==> src/rtl/msg_deser.sv <==
// Serial message deserializer: packs decoded bits MSB-first into words
// and queues them with bit count and end-of-message tag in a show-ahead FIFO.
module msg_deser #(
  parameter int DATA_W = 8,
  parameter int DEPTH  = 4
) (
  input  logic                     clk,
  input  logic                     rst_b,
  input  logic                     bin_msg,
  input  logic                     msg_rdy,
  input  logic                     msg_done,
  input  logic                     rd_en,
  output logic [DATA_W-1:0]        dout,
  output logic [$clog2(DATA_W):0]  dout_nbits,
  output logic                     dout_last,
  output logic                     empty,
  output logic                     full,
  output logic                     overflow
);

  localparam int CW = $clog2(DATA_W);
  localparam int NW = CW + 1;
  localparam int PW = $clog2(DEPTH);
  localparam logic [CW-1:0] TOP = CW'(DATA_W - 1);

  logic [DATA_W-1:0] pack, pk_n;
  logic [CW-1:0]     cnt, idx;
  logic [NW-1:0]     cnt_n;
  logic              push;

  logic [DATA_W-1:0] mem_d [DEPTH];
  logic [NW-1:0]     mem_n [DEPTH];
  logic              mem_l [DEPTH];
  logic [PW-1:0]     wptr, rptr;
  logic [PW:0]       occ, occ_n;
  logic              pop, wr, ovf_set;

  // Bits land directly at their MSB-aligned slot, so a partial word
  // needs no shifting on flush and unused LSBs stay zero.
  always_comb begin
    pk_n  = pack;
    cnt_n = {1'b0, cnt};
    idx   = TOP - cnt;
    if (msg_rdy) begin
      pk_n[idx] = bin_msg;
      cnt_n     = cnt_n + 1'b1;
    end
    push = msg_done || (cnt_n == NW'(DATA_W));
  end

  always_ff @(posedge clk or negedge rst_b) begin
    if (!rst_b) begin
      pack <= '0;
      cnt  <= '0;
    end else if (push) begin
      pack <= '0;
      cnt  <= '0;
    end else begin
      pack <= pk_n;
      cnt  <= cnt_n[CW-1:0];
    end
  end

  assign pop     = rd_en && !empty;
  assign wr      = push && (!full || pop);
  assign ovf_set = push && full && !pop;

  always_comb begin
    occ_n = occ;
    unique case ({wr, pop})
      2'b10:   occ_n = occ + 1'b1;
      2'b01:   occ_n = occ - 1'b1;
      default: occ_n = occ;
    endcase
  end

  always_ff @(posedge clk) begin
    if (wr) begin
      mem_d[wptr] <= pk_n;
      mem_n[wptr] <= cnt_n;
      mem_l[wptr] <= msg_done;
    end
  end

  always_ff @(posedge clk or negedge rst_b) begin
    if (!rst_b) begin
      wptr     <= '0;
      rptr     <= '0;
      occ      <= '0;
      empty    <= 1'b1;
      full     <= 1'b0;
      overflow <= 1'b0;
    end else begin
      if (wr)
        wptr <= wptr + 1'b1;
      if (pop)
        rptr <= rptr + 1'b1;
      occ      <= occ_n;
      empty    <= (occ_n == '0);
      full     <= (occ_n == (PW+1)'(DEPTH));
      overflow <= overflow || ovf_set;
    end
  end

  assign dout       = empty ? '0 : mem_d[rptr];
  assign dout_nbits = empty ? '0 : mem_n[rptr];
  assign dout_last  = empty ? 1'b0 : mem_l[rptr];

endmodule

==> config.mk <==
export PLATFORM = sky130hd
export DESIGN_NAME = msg_deser
export DESIGN_NICKNAME = d
export VERILOG_FILES = /design/src/rtl/msg_deser.sv
export SDC_FILE = /design/constraint.sdc
export NUM_CORES = 1
export LEC_CHECK = 0
export BUFFER_PORTS_ARGS = -buffer_cell sky130_fd_sc_hd__buf_2
export CAP_MARGIN = 20
export CELL_PAD_IN_SITES_DETAIL_PLACEMENT = 1
export CELL_PAD_IN_SITES_GLOBAL_PLACEMENT = 2
export CORE_UTILIZATION = 45
export CTS_CLUSTER_DIAMETER = 40
export CTS_CLUSTER_SIZE = 20
export DETAILED_ROUTE_END_ITERATION = 7
export PLACE_DENSITY = 0.78
export SKIP_CTS_REPAIR_TIMING = 1
export SLEW_MARGIN = 10
export SYNTH_ARGS = -nofsm -noshare
export SYNTH_HDL_FRONTEND = slang
export SYNTH_SLANG_ARGS = --single-unit
==> constraint.sdc <==
create_clock -name clk -period 6.4 [get_ports clk]
set_clock_uncertainty 0.1 [all_clocks]
set_input_delay 1.28 -clock clk [delete_from_list [all_inputs] [get_ports clk]]
set_output_delay 1.28 -clock clk [all_outputs]
set_load 0.01 [all_outputs]
Yosys cells after proc, flatten, opt, wreduce, memory -nomap -nowiden:

Memory sizes are Yosys's and may differ from the RTL's.
Cells that the tools add are included.

* RAM bits: 52
* ROM bits: 0
* memories: 3
* latch bits: 0
* output and inout port bits: 16
* register bits: 21
* logic and storage cells: 48

Memories
* mem_d: depth 4, bits a word 8, rd ports 1, clocked after Yosys merged registers in 0, write ports 1, line 31 `logic [DATA_W-1:0] mem_d [DEPTH];`
* mem_n: depth 4, bits a word 4, rd ports 1, clocked after Yosys merged registers in 0, write ports 1, line 32 `logic [NW-1:0] mem_n [DEPTH];`
* mem_l: depth 4, bits a word 1, rd ports 1, clocked after Yosys merged registers in 0, write ports 1, line 33 `logic mem_l [DEPTH];`

* mux-type cells: 13
* divide/modulo/power cells: 0
* multipliers: 0
* $lt $le $gt $ge: 2
* eq/ne operators: 4
* reduce and logical (&&, ||, !) cells: 12
* $add $sub $neg: 6
* shifts and indexed selects: 0
* bitwise operators: 0

Operators by type and width (number)
* two-way mux 8 bit: 3
* bitwise mux 8 bit: 1
* two-way mux 4 bit: 2
* one-hot mux 3 bit (2 select lines): 1
* logical AND 1 bit: 5
* adder 2 x 1 -> 2 bit (second input constant): 2
* adder 3 x 1 -> 4 bit (second input constant): 1
* == test 4 bit (second input constant): 1
* less-than comparator 3 x 4 -> 1 bit (second input constant): 1
* two-way mux 1 bit: 4
* adder 3 x 1 -> 3 bit (second input constant): 1
* demux 1 bit (select 3 bit): 1
* == test 3 bit (second input constant): 1
* >= comparator 3 x 1 -> 1 bit (second input constant): 1
* zero test 1 bit: 3
* zero test 3 bit: 1
* logical OR 1 bit: 3
* two-way mux 3 bit: 1
* subtractor 3 x 1 -> 3 bit (second input constant): 1
* subtractor 3 bit (first input constant): 1
* == test 2 x 1 -> 1 bit (second input constant): 1
* == test 2 bit (second input constant): 1

Depth between registers and ports, before layout:

Gate-level depths: netlist (run 1).

* depth after elaboration: 8
* mapped depth: 9

Worst setup path after synthesis (run 1):

No wires, ideal clock.

* path kind: input to register
* start point: input rd_en
* end point: register occ[2]
* cell stages on the path: 8
* arrival time: 3.015 ns
* required time: 6.173 ns
* library setup time: 0.127 ns
* setup slack: 3.158 ns
* path through: nand2b_1 > a221oi_4 > inv_1 > ha_1 > fa_1 > xnor2_1 > o21a_1 > or2_2

* word-level cells in the longest chain between the ends: 5

RTL lines
* start: declaration: line 12 `input logic rd_en,`
* logical AND 1 bit *: line 64 `assign pop = rd_en && !empty;`
* logical OR 1 bit: line 65 `assign wr = push && (!full || pop);`
* logical AND 1 bit: line 65
* == test 2 x 1 -> 1 bit / == test 2 bit (equally long branches): line 70 `unique case ({wr, pop})`
* one-hot mux 3 bit (2 select lines) *: line 70
* net occ_n[2]: line 35 `logic [PW:0] occ, occ_n;`
* end signal: assignment: line 98 `occ <= occ_n;`
* end: declaration: line 35

The timed path passes the listed nets; every way through them passes the cells marked *.
A chain may end at the register's enable or synchronous reset.

Final worst setup path (run 1):

* start point: register rptr[0]
* end point: output dout[3]

* word-level cells in the longest chain between the ends: 2

RTL lines
* start: declaration: line 34 `logic [PW-1:0] wptr, rptr;`
* start signal: assignment: line 97 `rptr <= rptr + 1'b1;`
* memory (4 x 8 bit)
* two-way mux 8 bit: line 105 `assign dout = empty ? '0 : mem_d[rptr];`
* end: declaration: line 13 `output logic [DATA_W-1:0] dout,`

Every way passes these cells.

==> results.py, run 1 <==
metrics = {
    "clock_network": {
        "clk_latency_ps": 340,
        "clockBufferDepth": 2,
        "clk_pin_slew_ps": 70,
        "cts_tree": "built",
        "clockRootBuffer": "clkbuf_8",
        "cts.sinks": 73,
        "htreeDepth": 3,
        "cts_made_buffers": 9,
    },
    "floorplan": {
        "io_pins": 22,
        "floorplan.rows": 30,
        "die_y_um": 85.51,
        "core_area_mm2": 0.006756,
        "dieArea_mm2": 0.007311,
        "start_util_pct": 46.44,
        "chipWidth_um": 85.51,
    },
    "critical_path": {
        "cp_max_fo": 15,
        "crit_required_ps": 5020,
        "arrival_ps": 2200,
        "crit_path_start_kind": "flop",
        "cp-end-kind": "output port",
        "worstSetupPathType": "reg2out",
    },
    "sta": {
        "rsz0062_at_grt": "no",
        "whs_ps": 372.3,
        "setup_violations": 0,
        "finalCriticalPeriod_ps": 3585,
        "min_period_over_period_pct": 56.01,
        "hold_viol_final": 0,
        "setup_tns_ps": 0,
        "final_max_slew_viol_count": 0,
        "slew_headroom_pct": 38.58,
        "worst_pin_slew_ps": 921.2,
        "fmax_mhz": 279.0,
    },
    "placed_design": {
        "gp_congestion": 0.6922,
        "portBuffers": 21,
        "dp_hpwl_um": 3689,
    },
    "layout": {
        "diodes": 0,
        "drive_gt1_share_pct": 33.98,
        "mostFrequentLayoutCells": "52 x edfxtp_1, 22 x nor2b_1, 21 x buf_2, 20 x dfrtp_1, 13 x mux4_2",
        "fin_nets": 214,
        "post-route-util_pct": 52.37,
        "area_growth_pct": 12.76,
        "layout_commonest_cell": "edfxtp_1",
    },
    "global_route": {
        "grt_max_degree": 22,
        "grt_pass1_wl_um": 9432,
        "grt_usage_pct": 18.06,
        "grt_overflow": 0,
        "antenna_found_initial": 0,
        "grt_pass1_vias": 1746,
    },
    "synthesis": {
        "ys_seq_area_share_pct": 66.55,
        "synth_area_leader_cell": "edfxtp_1",
        "yosysWarnings": 0,
        "ys_top_cells_by_area": "edfxtp_1 50%, dfrtp_1 16%, mux4_2 9.3%, nor2b_1 4.4%, mux2_2 3.6%",
        "syn-instance-count": 177,
        "ys_ff_latch": 73,
        "synth_top_area_share_pct": 49.76,
        "syn_nets": 190,
        "synth.avg_cell_area_um2": 17.73,
        "syn_area_mm2": 0.003138,
        "synth_cell_types": 34,
    },
    "routing": {
        "dr.first_iter.drc_count": 46,
        "antenna_left": 0,
        "avgViaCountPerCell": 5.622,
        "vias": 1608,
        "firstDrtPassIters": 4,
        "remaining_drc_errors": 0,
        "routedWlPerCell_um": 20.16,
        "routed_wirelength_um": 5766,
    },
    "power": {
        "leakagePower_nw": 1.339,
        "peakVddDrop_v": 0.0002251,
        "p_per_area_mw_per_mm2": 427.9,
    },
    "run": {
        "maxCapViolCount": 0,
    },
    "worst_hold_path": {
        "holdCritPathClass": "reg2reg",
    },
    "outcome": {
        "outcome": "finished, final reports clean",
    },
}
cell type report:
cell class / instances / area, um^2
fill: 633 / 3218
sequential: 73 / 2088
multi-input combinational: 90 / 965.9
clock inverter: 7 / 132.6
clock buffer: 9 / 123.9
timing repair buffer: 21 / 105.1
tap: 80 / 100.1
inverter: 6 / 22.52
synthesized netlist by cell type:
master / count
a21oi_1: 1
a221oi_4: 1
a31o_2: 1
a41oi_1: 1
and2_1: 6
and4bb_2: 3
buf_2: 1
buf_4: 4
buf_6: 2
clkbuf_1: 1
dfrtp_1: 20
dfstp_2: 1
edfxtp_1: 52
fa_1: 1
ha_1: 6
inv_1: 6
mux2_2: 10
mux2_4: 1
mux4_2: 13
nand2_1: 2
nand2b_1: 2
nand4_2: 1
nand4b_1: 3
nor2_1: 1
nor2b_1: 22
nor3_1: 2
nor3b_1: 1
nor4b_2: 1
o21a_1: 1
o21ai_2: 1
o21ba_2: 1
or2_2: 1
xnor2_1: 6
xor2_1: 1
worst max-delay path, stage by stage (launching register included):
cell     delay (ps)
dfrtp_1         950
mux4_2          600
nor2b_1         150
buf_2           160
cell families after synthesis:
logic type	after synthesis	share of synthesized area, %
buf+inv	14	2.671
simple gates	45	10.01
xor+xnor	7	1.954
fa+ha+maj	7	3.030
mux	24	13.40
flops	73	66.55
compound gates	7	2.393
power by group:
| part | switching, mW | total [mW] | internal [mW] |
|---|---|---|---|
| Sequential | 0.0904 | 0.675 | 0.585 |
| Combinational | 0.165 | 0.379 | 0.213 |
| Clock | 0.165 | 0.460 | 0.295 |
final timing paths:
kind | from | end | slack, ps | cells past startpoint
max in group asynchronous | rst_b | empty | 5050 | 1
hold / removal | overflow | overflow | 370 | 1
setup reg to reg | cnt[0] | occ[2] | 3300 | 9
hold reg to reg | overflow | overflow | 370 | 1
min in group asynchronous | rst_b | wptr[0] | 790 | 1
setup / recovery | rptr[0] | dout[3] | 2820 | 3
routing by layer:
layer / part of all wire [%] / wire length (um) / GRT usage (%) / vias up
met4: 3.7 / 216 / 11.06 / 0
met3: 3.1 / 181 / 3.754 / 16
li1: - / - / - / 712
met5: 0 / 0 / 0 / -
met2: 49 / 2798 / 28.51 / 34
met1: 45 / 2570 / 23.12 / 846
stage by stage:
stage               setup slack, ps  std cells  power (mW)  cell area [um^2]
floorplan                      3158        177      0.9498              3138
global placement               2850        270       1.052              3282
detailed placement             2774        270       1.070              3282
CTS                            2718        286       1.534              3538
global route                   2622        286       1.593              3538
finish                         2815        286       1.514              3538
sequential cells by signal, summed over array words and instances, names as in the netlist:
| register | count |
|---|---|
| pack | 8 |
| mem_d | 32 |
| full | 1 |
| empty | 1 |
| overflow | 1 |
| rptr | 2 |
| mem_l | 4 |
| wptr | 2 |
| cnt | 3 |
| occ | 3 |
| mem_n | 16 |
(Power assumes the default switching activity.)
==> inputs of run 2 (changes only) <==
CORE_UTILIZATION = 40   (was 45)
PLACE_DENSITY = 0.74   (was 0.78)
clock period = 2.9 ns   (was 6.4 ns; I/O delays follow)
==> results.py, run 2 (same netlist as run 1, synthesis figures left out) <==
metrics = {
    "outcome": {
        "outcome": "finished, final reports clean",
    },
    "layout": {
        "top_register": "mem_d",
        "fin_nets": 223,
        "largestRegisters": "mem_d x32, mem_n x16, pack x8",
        "drive_gt1_share_pct": 38.14,
        "post-route-util_pct": 48.61,
        "fin_cells": 314,
        "diodes": 0,
        "area_growth_pct": 14.75,
        "fillCellCount": 719,
        "largest_reg_flops": 32,
        "mostFrequentLayoutCells": "52 x edfxtp_1, 22 x nor2b_1, 21 x buf_2, 20 x dfrtp_1, 13 x mux4_2",
        "layout_commonest_cell": "edfxtp_1",
    },
    "global_route": {
        "use_met1_pct": 18.78,
        "use_met3_pct": 3.030,
        "grt_pass1_wl_um": 9480,
        "grt_usage_pct": 15.97,
        "grt_max_degree": 22,
        "grt_overflow": 0,
        "busiest_layer": "met2",
        "grt_pass1_vias": 1785,
        "antenna_found_initial": 0,
        "grtUsageMet2_pct": 27.46,
    },
    "worst_hold_path": {
        "holdCritPathClass": "in2async",
    },
    "sta": {
        "fin_ws_ps": 158.7,
        "rsz0062_at_grt": "no",
        "min_period_over_period_pct": 94.53,
        "final_max_slew_viol_count": 0,
        "worst_pin_slew_ps": 665.2,
        "whs_ps": 94.33,
        "hold_viol_final": 0,
        "fmax_mhz": 364.8,
        "finalCriticalPeriod_ps": 2741,
        "setup_violations": 0,
        "setup_tns_ps": 0,
        "slew_headroom_pct": 55.66,
    },
    "floorplan": {
        "floorplan.rows": 31,
        "chipWidth_um": 90.57,
        "core_area_mm2": 0.007408,
        "io_pins": 22,
        "die_y_um": 90.57,
        "start_util_pct": 42.36,
        "dieArea_mm2": 0.008203,
    },
    "routing": {
        "remaining_drc_errors": 0,
        "dr.first_iter.drc_count": 91,
        "antenna_left": 0,
        "avgViaCountPerCell": 5.025,
        "routed_wirelength_um": 5791,
        "routedWlPerCell_um": 18.44,
        "firstDrtPassIters": 4,
        "vias": 1578,
    },
    "critical_path": {
        "worstSetupPathType": "reg2reg",
        "cp_max_fo": 3,
        "crit_path_start_kind": "flop",
        "cp-end-kind": "flop",
        "crit_required_ps": 3020,
        "arrival_ps": 2860,
    },
    "placed_design": {
        "dp_hpwl_um": 3845,
        "dpl_worst_slack_ps": 91.85,
        "gp_congestion": 0.7598,
        "dp.cells": 298,
        "portBuffers": 21,
    },
    "clock_network": {
        "clk_latency_ps": 340,
        "cts.sinks": 73,
        "cts_tree": "built",
        "clockBufferDepth": 2,
        "htreeDepth": 3,
        "clockRootBuffer": "clkbuf_8",
        "cts_made_buffers": 9,
        "clk_pin_slew_ps": 80,
    },
    "power": {
        "peakVddDrop_v": 0.0004660,
        "p_per_area_mw_per_mm2": 891.9,
        "leakagePower_nw": 1.367,
    },
    "run": {
        "maxCapViolCount": 0,
    },
}
==> run 2: cell types whose count changed in the layout (fill, tap and decap cells not counted), moves of 2 or more <==
cell       change
buf_4          +8
bufinv_16      -2
clkinv_1       -2
clkinv_2       +2
==> run 2: worst max-delay path: stages (launching register included) <==
cell and delay [ps]:
dfrtp_1 390, ha_1 310, nand2b_2 220, a221oi_4 300
inv_1 70, ha_2 190, fa_1 380, xnor2_1 160
o21a_1 200, or2_2 300
==> run 2: layout make-up <==
type	count	area (um^2)	share of cell area, %
timing repair buffer	30	185.2	5.142
sequential	73	2088	57.99
clock buffer	10	127.6	3.544
tap	99	123.9	3.440
clock inverter	6	82.58	2.293
inverter	6	22.52	0.6254
multi-input combinational	90	970.9	26.96
==> run 2: final timing paths <==
path | startpoint | endpoint | slack (ps) | cells past startpoint
worst max-delay path | cnt[0] | occ[2] | 160 | 9
worst min-delay path | rst_b | wptr[1] | 90 | 1
min in group clk | msg_done | mem_l[0] | 400 | 1
worst max register to register | cnt[0] | occ[2] | 160 | 9
worst min register to register | overflow | overflow | 400 | 1
max in group asynchronous | rst_b | empty | 2250 | 1
==> run 2: layer usage <==
metal / vias up / share of wire (%)
met4: 0 / 1.8
met5: - / 0
met1: 825 / 42
li1: 725 / -
met3: 8 / 2.6
met2: 20 / 54
==> run 2: where the power goes <==
group | switching [mW] | internal (mW)
Combinational | 0.426 | 0.516
Clock | 0.359 | 0.480
Sequential | 0.141 | 1.29
Total | 0.927 | 2.28
==> run 2: per-stage QoR <==
stage                     area [um^2]  power, mW
after global placement           3386      2.364
final                            3601      3.212
after global routing             3601      3.411
after CTS                        3596      3.267
after detailed placement         3386      2.416
after floorplan                  3138      2.096
==> inputs of run 3 (changes only) <==
PLACE_DENSITY = not set   (was 0.74)
PLACE_DENSITY_LB_ADDON = 0.1   (was not set)
RECOVER_POWER = 50   (was not set)
==> results.py, run 3 (same netlist as run 1, synthesis figures left out) <==
metrics = {
    "power": {
        "p_per_area_mw_per_mm2": 896.9,
        "peakVddDrop_v": 0.0004132,
        "p_sw_mw": 0.9255,
        "p_int_mw": 2.276,
        "clock_power_share_pct": 26.9,
        "leakagePower_nw": 1.356,
        "seq_power_share_pct": 44.1,
        "comb_power_share_pct": 29.1,
        "total_power_mw": 3.202,
        "sw_frac_of_total_pct": 28.91,
    },
    "layout": {
        "multi_input_area_um2": 949.7,
        "largest_reg_flops": 32,
        "top_register": "mem_d",
        "largestRegisters": "mem_d x32, mem_n x16, pack x8",
        "drive_gt1_share_pct": 28.84,
        "fin_cells": 314,
        "fin_nets": 224,
        "mostFrequentLayoutCells": "52 x edfxtp_1, 22 x nor2b_1, 20 x dfrtp_1, 17 x buf_2, 13 x mux4_2",
        "layout_commonest_cell": "edfxtp_1",
        "final_area_mm2": 0.003570,
        "post-route-util_pct": 48.18,
        "fillCellCount": 725,
        "area_growth_pct": 13.76,
        "seqCellArea_mm2": 0.002088,
        "diodes": 0,
    },
    "run": {
        "maxCapViolCount": 0,
    },
    "clock_network": {
        "clockBufferDepth": 2,
        "clockRootBuffer": "clkbuf_8",
        "cts.sinks": 73,
        "cts_tree": "built",
        "cts_made_buffers": 9,
        "htreeDepth": 3,
        "clk_latency_ps": 340,
        "clk_pin_slew_ps": 70,
    },
    "placed_design": {
        "dp_hpwl_um": 3731,
        "gp_congestion": 0.7169,
        "dp.cells": 299,
        "dpl_worst_slack_ps": 128.1,
        "portBuffers": 21,
        "place_area_mm2": 0.003381,
    },
    "sta": {
        "fmax_mhz": 364.4,
        "hold_viol_final": 0,
        "finalCriticalPeriod_ps": 2744,
        "setup_violations": 0,
        "whs_ps": 350.7,
        "setup_tns_ps": 0,
        "worst_pin_slew_ps": 1225,
        "slew_headroom_pct": 17.50,
        "final_max_slew_viol_count": 0,
        "min_period_over_period_pct": 94.62,
        "rsz0062_at_grt": "no",
        "fin_ws_ps": 156.1,
    },
    "global_route": {
        "grt_pass1_wl_um": 9673,
        "grt_max_degree": 22,
        "antenna_found_initial": 0,
        "grt_usage_pct": 16.19,
        "grt_overflow": 0,
        "grt_pass1_vias": 1787,
    },
    "routing": {
        "routedWlPerCell_um": 18.58,
        "dr.first_iter.drc_count": 65,
        "vias": 1588,
        "avgViaCountPerCell": 5.057,
        "antenna_left": 0,
        "routed_wirelength_um": 5833,
        "firstDrtPassIters": 4,
        "remaining_drc_errors": 0,
    },
    "floorplan": {
        "core_area_mm2": 0.007408,
        "io_pins": 22,
        "start_util_pct": 42.36,
        "die_y_um": 90.57,
        "chipWidth_um": 90.57,
        "dieArea_mm2": 0.008203,
        "floorplan.rows": 31,
    },
    "critical_path": {
        "crit_chain": "ha_1 > nand2b_1 > a221oi_4 > inv_1 > ha_1 > fa_1 > xnor2_1 > o21a_1 > or2_2",
        "crit_path_max_incr_delay_ps": 390,
        "cp_max_fo": 3,
        "crit_path_start_kind": "flop",
        "arrival_ps": 2870,
        "path_common_cell": "ha_1",
        "cpMaxStageDelayCell": "dfrtp_1",
        "crit_required_ps": 3030,
        "cp-end-kind": "flop",
        "worstSetupPathType": "reg2reg",
    },
    "worst_hold_path": {
        "holdCritPathClass": "in2async",
    },
    "outcome": {
        "outcome": "finished, final reports clean",
    },
}
## run 3: cell count changes in the layout (fill, tap and decap cells not counted), moves of 2 or more
cell      before  now
mux2_2        10    1
clkinv_2       3    1
mux2_1         0    9
buf_4          8   10
and2_0         0    2
clkbuf_1       1    5
and2_1         6    4
buf_2         21   17
## run 3: path summary, 6_finish.rpt
| path | from | end | slack (ps) | cells after the start |
|---|---|---|---|---|
| min in group clk | overflow | overflow | 400 | 1 |
| max in group asynchronous | rst_b | pack[6] | 1640 | 1 |
| max | cnt[0] | occ[2] | 160 | 9 |
| max reg2reg | cnt[0] | occ[2] | 160 | 9 |
| min | rst_b | occ[2] | 350 | 1 |
| min reg2reg | overflow | overflow | 400 | 1 |
## run 3: cell type report
cell class / count / share of cell area, %
sequential: 73 / 58.50
multi-input combinational: 90 / 26.60
timing repair buffer: 31 / 4.907
clock buffer: 11 / 3.961
tap: 99 / 3.470
clock inverter: 4 / 1.928
inverter: 6 / 0.6309
## run 3: power by group through the flow
stage / Clock, mW / Combinational (mW) / Sequential, mW
global route: 0.920 / 1.04 / 1.43
floorplan: 0 / 0.709 / 1.39
global placement: 0 / 0.934 / 1.43
detailed placement: 0 / 0.962 / 1.44
CTS: 0.874 / 0.966 / 1.42
finish: 0.860 / 0.931 / 1.41
## run 3: critical path, delay by kind of cell, from the launching register on
family                   cells  cell delay, ps
XOR/XNOR                     1             160
adder cells (fa/ha/maj)      3             910
buffers and inverters        1              70
AND/OR/NAND/NOR              2             490
AO/OA/AOI/OAI                2             520
flip-flops                   1             390
## run 3: per-layer routing
metal	track usage, %	wire length, um	vias to the layer above	share of wire (%)
li1	-	-	726	-
met1	19.41	2482	832	43
met4	7.661	99	0	1.7
met3	3.367	176	9	3.0
met2	27.78	3073	21	53
met5	0	0	-	0
